**src/rtl/pixel_window_streamer_if.sv**
```systemverilog
// Handshake bundle for pixel_window_streamer: row input stream and window output stream.
// Valid/ready: a transfer happens on a rising clk edge where valid and ready are both 1;
// a source holds valid and its data stable until that edge, and ready may depend on state only.
interface pixel_window_streamer_if #(
  parameter int PIX_W   = 8,
  parameter int IMG_DIM = 3,
  parameter int WIN_DIM = 2
);
  localparam int NW1   = IMG_DIM - WIN_DIM + 1;
  localparam int NWIN  = NW1 * NW1;
  localparam int IDX_W = $clog2(NWIN);

  logic                             row_valid;
  logic                             row_ready;
  logic [IMG_DIM*PIX_W-1:0]         row_data;
  logic                             pix_valid;
  logic                             pix_ready;
  logic [WIN_DIM*WIN_DIM*PIX_W-1:0] pixels;
  logic [IDX_W-1:0]                 win_idx;
  logic                             win_last;

  // streamer side
  modport master (
    input  row_valid, row_data, pix_ready,
    output row_ready, pix_valid, pixels, win_idx, win_last
  );

  // image source / window consumer side
  modport slave (
    output row_valid, row_data, pix_ready,
    input  row_ready, pix_valid, pixels, win_idx, win_last
  );
endinterface

```
**src/rtl/pixel_window_streamer.sv**
```systemverilog
// pixel_window_streamer: loads one IMG_DIM x IMG_DIM image row by row (top row first) and
// streams every WIN_DIM x WIN_DIM stride-1 window, one packed word per handshake.
// Optional feature macro WIN_DBL_BUF_EN: ping/pong image buffers so the next image loads
// while the current one streams, with no bubble between images.
module pixel_window_streamer #(
  parameter int PIX_W   = 8,
  parameter int IMG_DIM = 3,
  parameter int WIN_DIM = 2
) (
  input  logic                   clk,
  input  logic                   rst,
  pixel_window_streamer_if.master bus,
  output logic                   state_dbg
);
  localparam int NW1   = IMG_DIM - WIN_DIM + 1;
  localparam int NWIN  = NW1 * NW1;
  localparam int IDX_W = $clog2(NWIN);
  localparam int ROW_W = $clog2(IMG_DIM);
  localparam int NPIX  = WIN_DIM * WIN_DIM;
  localparam int RW    = IMG_DIM * PIX_W;
`ifdef WIN_DBL_BUF_EN
  localparam int NBUF  = 2;
`else
  localparam int NBUF  = 1;
`endif

  typedef enum logic {S_LOAD = 1'b0, S_STREAM = 1'b1} state_t;

  state_t              state, state_nxt;
  logic [ROW_W-1:0]    row_cnt;
  logic [IDX_W-1:0]    win_cnt;
  logic [ROW_W-1:0]    row_addr;
  logic                row_fire, pix_fire, row_last, win_end;
  logic                next_img_ready;
  logic                wr_sel, rd_sel;
  logic [RW-1:0]       img_mem [NBUF][IMG_DIM];
  logic [NPIX*PIX_W-1:0] win_word;

  assign row_fire = bus.row_valid & bus.row_ready;
  assign pix_fire = bus.pix_valid & bus.pix_ready;
  assign row_last = (row_cnt == ROW_W'(IMG_DIM - 1));
  assign win_end  = (win_cnt == IDX_W'(NWIN - 1));
  // rows arrive top (r = IMG_DIM-1) first, so the row counter maps downwards
  assign row_addr = ROW_W'(IMG_DIM - 1) - row_cnt;

`ifdef WIN_DBL_BUF_EN
  logic [1:0] full, full_set, full_clr;
  assign full_set = (row_fire && row_last) ? (2'b01 << wr_sel) : 2'b00;
  assign full_clr = (pix_fire && win_end)  ? (2'b01 << rd_sel) : 2'b00;
  // while streaming, a completed load always lands in the idle buffer
  assign next_img_ready = full[~rd_sel] | (row_fire & row_last);

  // ping/pong bookkeeping: fill pointer, stream pointer, per-buffer full flags
  always_ff @(posedge clk or negedge rst) begin
    if (!rst) begin
      full   <= 2'b00;
      wr_sel <= 1'b0;
      rd_sel <= 1'b0;
    end else begin
      full <= (full | full_set) & ~full_clr;
      if (row_fire && row_last) wr_sel <= ~wr_sel;
      if (pix_fire && win_end)  rd_sel <= ~rd_sel;
    end
  end
`else
  assign wr_sel         = 1'b0;
  assign rd_sel         = 1'b0;
  assign next_img_ready = 1'b0;
`endif

  // image storage; contents deliberately survive reset
  always_ff @(posedge clk) begin
    if (row_fire) img_mem[wr_sel][row_addr] <= bus.row_data;
  end

  // row and window counters
  always_ff @(posedge clk or negedge rst) begin
    if (!rst) begin
      row_cnt <= '0;
      win_cnt <= '0;
    end else begin
      if (row_fire) row_cnt <= row_last ? '0 : row_cnt + 1'b1;
      if (pix_fire) win_cnt <= win_end ? '0 : win_cnt + 1'b1;
    end
  end

  // state register
  always_ff @(posedge clk or negedge rst) begin
    if (!rst) state <= S_LOAD;
    else      state <= state_nxt;
  end

  // next state: load until the bottom row lands, stream until the last window leaves
  always_comb begin
    state_nxt = state;
    case (state)
      S_LOAD:   if (row_fire && row_last) state_nxt = S_STREAM;
      S_STREAM: if (pix_fire && win_end && !next_img_ready) state_nxt = S_LOAD;
      default:  state_nxt = S_LOAD;
    endcase
  end

  // window assembly: row-major, MSB first, starting at the top-right of the window
  always_comb begin
    win_word = '0;
    for (int k = 0; k < NWIN; k++) begin
      if (win_cnt == IDX_W'(k)) begin
        for (int i = 0; i < WIN_DIM; i++) begin
          for (int j = 0; j < WIN_DIM; j++) begin
            win_word[(NPIX-1-(i*WIN_DIM+j))*PIX_W +: PIX_W] =
              img_mem[rd_sel][ROW_W'(IMG_DIM-1-(k/NW1)-i)][(IMG_DIM-1-(k%NW1)-j)*PIX_W +: PIX_W];
          end
        end
      end
    end
  end

  // outputs
  always_comb begin
    bus.pix_valid = (state == S_STREAM);
`ifdef WIN_DBL_BUF_EN
    bus.row_ready = ~full[wr_sel];
`else
    bus.row_ready = (state == S_LOAD);
`endif
    bus.win_idx   = win_cnt;
    bus.win_last  = (state == S_STREAM) && win_end;
    bus.pixels    = (state == S_STREAM) ? win_word : '0;
    state_dbg     = state;
  end
endmodule

```
**src/flat_wrapper.sv**
```systemverilog
// flat-port wrapper written by rule: the top's interface ports become plain ports
module pixel_window_streamer_flat 
#(
  parameter int PIX_W   = 8,
  parameter int IMG_DIM = 3,
  parameter int WIN_DIM = 2
)
  (clk, rst, state_dbg, bus_row_valid, bus_row_data, bus_pix_ready, bus_row_ready, bus_pix_valid, bus_pixels, bus_win_idx, bus_win_last);
  pixel_window_streamer_if #(.PIX_W(PIX_W), .IMG_DIM(IMG_DIM), .WIN_DIM(WIN_DIM)) bus_i ();
  input  logic clk;
  input  logic rst;
  output logic state_dbg;
  input wire logic [$bits(bus_i.row_valid)-1:0] bus_row_valid;
  input wire logic [$bits(bus_i.row_data)-1:0] bus_row_data;
  input wire logic [$bits(bus_i.pix_ready)-1:0] bus_pix_ready;
  output wire logic [$bits(bus_i.row_ready)-1:0] bus_row_ready;
  output wire logic [$bits(bus_i.pix_valid)-1:0] bus_pix_valid;
  output wire logic [$bits(bus_i.pixels)-1:0] bus_pixels;
  output wire logic [$bits(bus_i.win_idx)-1:0] bus_win_idx;
  output wire logic [$bits(bus_i.win_last)-1:0] bus_win_last;
  assign bus_i.row_valid = bus_row_valid;
  assign bus_i.row_data = bus_row_data;
  assign bus_i.pix_ready = bus_pix_ready;
  assign bus_row_ready = bus_i.row_ready;
  assign bus_pix_valid = bus_i.pix_valid;
  assign bus_pixels = bus_i.pixels;
  assign bus_win_idx = bus_i.win_idx;
  assign bus_win_last = bus_i.win_last;
  pixel_window_streamer #(.PIX_W(PIX_W), .IMG_DIM(IMG_DIM), .WIN_DIM(WIN_DIM)) u_core (.clk(clk), .rst(rst), .bus(bus_i), .state_dbg(state_dbg));
endmodule
```
**config.mk**
```make
export PLATFORM = sky130hd
export DESIGN_NAME = pixel_window_streamer_flat
export DESIGN_NICKNAME = d
export VERILOG_FILES = /design/src/rtl/pixel_window_streamer_if.sv /design/src/rtl/pixel_window_streamer.sv /design/src/flat_wrapper.sv
export SDC_FILE = /design/constraint.sdc
export NUM_CORES = 1
export LEC_CHECK = 0
export ABC_AREA = 1
export BUFFER_PORTS_ARGS = -buffer_cell sky130_fd_sc_hd__buf_4
export CAP_MARGIN = 25
export CELL_PAD_IN_SITES_DETAIL_PLACEMENT = 1
export CELL_PAD_IN_SITES_GLOBAL_PLACEMENT = 2
export CORE_MARGIN = 4
export CORE_UTILIZATION = 36
export DETAILED_ROUTE_END_ITERATION = 6
export GPL_TIMING_DRIVEN = 0
export HOLD_SLACK_MARGIN = 0.03
export PLACE_DENSITY_LB_ADDON = 0.05
export SKIP_CTS_REPAIR_TIMING = 1
export SLEW_MARGIN = 30
export SYNTH_ARGS = -nofsm -noshare
export SYNTH_HDL_FRONTEND = slang
export SYNTH_SLANG_ARGS = --single-unit
```
**constraint.sdc**
```tcl
create_clock -name clk -period 4 [get_ports clk]
set_input_delay 0.6 -clock clk [delete_from_list [all_inputs] [get_ports clk]]
set_output_delay 0.6 -clock clk [all_outputs]
set_load 0.05 [all_outputs]
```
---- After elaboration in Yosys (flattened, before gate mapping) ----
Memory sizes are Yosys's and may differ from the RTL's.
Index checks and enable logic that the tools add are counted.
storage, ports and cells
  register bits after elaboration ......... 5
  latch bits .............................. 0
  RAM bits ................................ 72
  bits in read-only memories .............. 0
  output and inout port bits .............. 38
  word-level logic and storage cells ...... 36
  memories kept ........................... 1
memories
  name            depth  width  read ports  clocked after Yosys merged registers in  write ports  RTL line                     source
  u_core.img_mem  1      72     1           0                                        1            pixel_window_streamer.sv:36  logic [RW-1:0] img_mem [NBUF][IMG_DIM];
operators by class
  add/sub/neg operators ................... 3
  multiply operators ...................... 0
  divide/modulo/power cells ............... 0
  order comparisons ....................... 2
  eq/ne operators ......................... 4
  shifts and indexed selects .............. 0
  muxes and demuxes ....................... 14
  bitwise gates (word level) .............. 4
  reduce and logical (&&, ||, !) cells .... 5
operators with widths
  cell                                                         number
  two-way mux 32 bit                                           5
  two-way mux 72 bit                                           1
  demux 24 bit (select 2 bit)                                  1
  two-way mux 24 bit                                           1
  == test 2 bit (second input constant)                        3
  adder 2 x 1 -> 2 bit (second input constant)                 2
  logical AND 1 bit                                            4
  two-way mux 2 bit                                            2
  >= comparator 3 bit (second input constant)                  1
  less-than comparator 3 x 1 -> 1 bit (second input constant)  1
  two-way mux 1 bit                                            3
  NOT 2 -> 3 bit                                               1
  bitwise AND 1 bit                                            2
  == test 2 x 1 -> 1 bit (second input constant)               1
  logical NOT 2 bit                                            1
  one-hot mux 1 bit (2 select lines)                           1
  subtractor 2 bit (first input constant)                      1
  NOT 1 bit                                                    1

---- Longest topological paths before layout ----
  depth in word-level cells ............... 7
  mapped depth ............................ 8
  mapped depth without buffers ............ 6

---- Least setup slack after synthesis ----
No wires, ideal clock.
  path kind ............................... reg-to-output
  from .................................... register u_core.win_cnt[1] (netlist: u_core.bus.win_idx[1])
  to ...................................... output bus_pixels[16]
  data arrival time ....................... 2.289 ns
  data required time ...................... 3.400 ns
  slack ................................... 1.111 ns
  stages on the path, launching flop included .. 5
  path buffers ............................ 1
  path through ............................ dfrtp_1 ha_1 buf_6 nand2_2 o21ai_0
on the way
  longest elaborated chain between the ends .. 4
ends and longest elaborated chain
  element                 RTL line                      source
  start, declared         pixel_window_streamer.sv:31   logic [IDX_W-1:0] win_cnt;
  start signal, assigned  pixel_window_streamer.sv:83   if (pix_fire) win_cnt <= win_end ? '0 : win_cnt + 1'b1;
  == test 2 bit           pixel_window_streamer.sv:107  if (win_cnt == IDX_W'(k)) begin
  two-way mux 32 bit      pixel_window_streamer.sv:107
  two-way mux 32 bit *    pixel_window_streamer.sv:107
  two-way mux 32 bit *    pixel_window_streamer.sv:128  bus.pixels = (state == S_STREAM) ? win_word : '0;
  end, declared           flat_wrapper.sv:18            output wire logic [$bits(bus_i.pixels)-1:0] bus_pixels;
Mark *: on every way between the ends. The rest lies on a longest branch, timed or not.

---- Worst setup path after layout ----
  from .................................... register u_core.win_cnt[0] (netlist: u_core.bus.win_idx[0])
  to ...................................... output bus_pixels[12]
on the way
  longest elaborated chain between the ends .. 6
ends and longest elaborated chain
  element                          RTL line
  logical NOT 2 bit                pixel_window_streamer.sv:107
  two-way mux 32 bit (3 in a row)  pixel_window_streamer.sv:107
  two-way mux 32 bit *             pixel_window_streamer.sv:107
  two-way mux 32 bit *             pixel_window_streamer.sv:128
Mark *: on every way between the ends. The rest lies on a longest branch, timed or not. The select of a mux whose other input is x is not followed.

==> run metrics <==
via-per-instance ratio 4.995; I/O pin total 66; Synth Instances 263; die width 95.13 µm; synthesized netlist net count 295; CP Cell Sequence inv_1 > ha_1 > buf_4 > buf_4 > nand2_1 > nand2_1 > nand3_1 > a21oi_1 > buf_4; Worst slew margin 0.6987; setup violators final 0; Register-to-Register Path Depth 5; syn_area_per_cell 10.39 µm²; critical path launch point type register; Final period util 0.6585; max incr delay on CP 430 ps; CP most frequent cell buf_4; Setup Skew 5.051 ps; DP HPWL 5859 µm; largest cells by area after synthesis edfxtp_1, nand2_1, a21oi_1, dfrtp_1, nand3_1; final instance area 3536 µm²; post-synth top area share 0.5275; area of the mapped netlist 2733 µm²; worst reg2reg path endpoint u_core.img_mem[0][43]; CP arrival 2030 ps; port bufs 65; reg-to-reg slack, setup 2180 ps; Hold Crit Class in2async; reg2reg start u_core.bus.pix_valid; Power, Total 0.003308 W; initial antenna violation count 0; outcome finished, final reports clean; # diodes 0; CP max FO 10; Area Overhead vs Synth 29.40%; Final Net Count 369; CTS Buf Count 5; Max IR drop VDD 0.4042 mV; YS warnings 0; share of cells above drive strength 1 0.3639; count of pins over their slew limit 0; grt total ovfl 0; CP bufs+invs 4; Worst path slowest cell dfrtp_1; TritonCTS clock tree built; Leak 1.489 nW; Crit path max-delay family buffers and inverters; post-route minimum period 2634 ps; total number of vias 2183; die area 9049 µm²; Crit Path Class reg2out; Fmax 0.3797 GHz; H-tree lvl count 2; worst-margin pin slew 450.8 ps; Core ar. 7331 µm²; RePlAce Congestion 0.7314; Clock Sinks 53; CTS Buffer Depth 2; CTS root buffer clkbuf_8; Setup crit end kind output pin; DRT Pass-1 Iters 4; largest net degree at the start of global routing 17; Routed WL 7919 µm; CTS clk-pin slew, worst paths 90 ps; sum of negative setup slack 0 ps; Seq/Total Area, Yosys 0.5733; Cell Area, Placed 3402 µm²; global-route wire length before repair 12520 µm; Clock Latency Late Sink 310 ps; Fin. Hold Viols 0; initial drt markers 88; Pwr Density 935.5 nW/µm²; Die Y-Extent 95.13 µm; Residual DRC 0; Synth area leader edfxtp_1; Hold WS 65.50 ps; wire per inst 18.12 µm; # rows 31; fin util 0.4823; Final ANT Viol Nets 0; RSZ-0062 raised after global routing no; max_cap viols 0; GRT Util Overall 0.1866; Initial Util 0.3728; vias in the first global route 2316; Synth cell types 21; Yosys reg bits 53; Crit path required time 3400 ps
## power breakdown
part | internal (W) | total [W] | switching, W
sequential | 0.000712 | 0.000780 | 0.0000682
combinational | 0.000636 | 0.00210 | 0.00146
clock | 0.000249 | 0.000431 | 0.000183
total | 0.00160 | 0.00331 | 0.00171
## how the worst max path moves through the flow
stage                          startpoint                     to  slack (ps)  depth (start not counted)
floorplan           u_core.bus.win_idx[1]         bus_pixels[16]        1110                          4
global placement            bus_row_valid  u_core.img_mem[0][38]         890                          5
detailed placement  u_core.bus.win_idx[0]         bus_pixels[12]        1740                          8
CTS                 u_core.bus.win_idx[0]         bus_pixels[15]        1370                          9
global route        u_core.bus.win_idx[0]         bus_pixels[12]        1260                          7
finish              u_core.bus.win_idx[0]         bus_pixels[12]        1370                          9
## stage by stage
step | std cells | setup slack [ps]
floorplan | 263 | 1111
global placement | 427 | 887.2
detailed placement | 429 | 1738
CTS | 437 | 1372
global route | 437 | 1264
finish | 437 | 1366
## per-layer routing
layer / up-vias / share of wire / global-route usage
li1: 1056 / - / -
met1: 1066 / 0.45 / 0.2487
met2: 55 / 0.50 / 0.3160
met3: 6 / 0.049 / 0.03236
met4: 0 / 0.0092 / 0.04327
met5: - / 0 / 0
## Yosys cell counts
library cell,count
a21oi_1,32
buf_12,1
buf_2,3
buf_4,8
buf_6,6
dfrtp_1,5
edfxtp_1,48
ha_1,4
inv_1,20
inv_2,3
inv_4,2
nand2_1,53
nand2_2,1
nand3_1,23
nand3_2,10
nor2_1,4
nor2_4,1
nor2_8,1
o21ai_0,15
o21ai_1,13
o21ai_2,10
## layout by cell type (no fill, tap or decap)
| master | instances |
|---|---|
| nand3_2 | 10 |
| a21oi_1 | 32 |
| nand3_1 | 23 |
| nor2_4 | 3 |
| nand2_2 | 1 |
| edfxtp_1 | 48 |
| clkinv_2 | 1 |
| o21ai_0 | 15 |
| inv_2 | 3 |
| dfrtp_1 | 5 |
| buf_6 | 6 |
| nor2_1 | 2 |
| buf_2 | 3 |
| nand2_1 | 53 |
| clkbuf_8 | 5 |
| inv_1 | 20 |
| bufinv_16 | 2 |
| ha_1 | 4 |
| buf_16 | 1 |
| o21ai_2 | 10 |
| nor2_8 | 1 |
| buf_4 | 73 |
| buf_12 | 1 |
| inv_4 | 2 |
| o21ai_1 | 13 |
| buf_8 | 1 |
## layout make-up
| type | count | area, µm² |
|---|---|---|
| fill | 846 | 3795 |
| sequential | 53 | 1567 |
| multi-input combinational | 167 | 919.6 |
| timing repair buffer | 67 | 530.5 |
| buffer | 18 | 162.7 |
| tap | 99 | 123.9 |
| inverter | 25 | 98.84 |
| clock buffer | 5 | 68.82 |
| clock inverter | 3 | 65.06 |
## worst register-to-register path, stage by stage (launching register included)
cell and delay, ps:
dfrtp_1 460, buf_4 220, nor2_4 130, nand2_1 120, nor2_4 390, buf_16 210
## sequential cells by signal, indices dropped and copies added (netlist names)
register              flops
u_core.img_mem           48
u_core.bus.win_idx        2
u_core.row_cnt            2
u_core.bus.pix_valid      1
## logic make-up after synthesis
group                      share of synthesized area
AOI/OAI and AO/OA                             0.1419
buffers and inverters                        0.09569
and+or+nand+nor                               0.1708
DFF                                           0.5733
adders and majority gates                    0.01832
No activity file was read; power rests on OpenSTA's default activity.
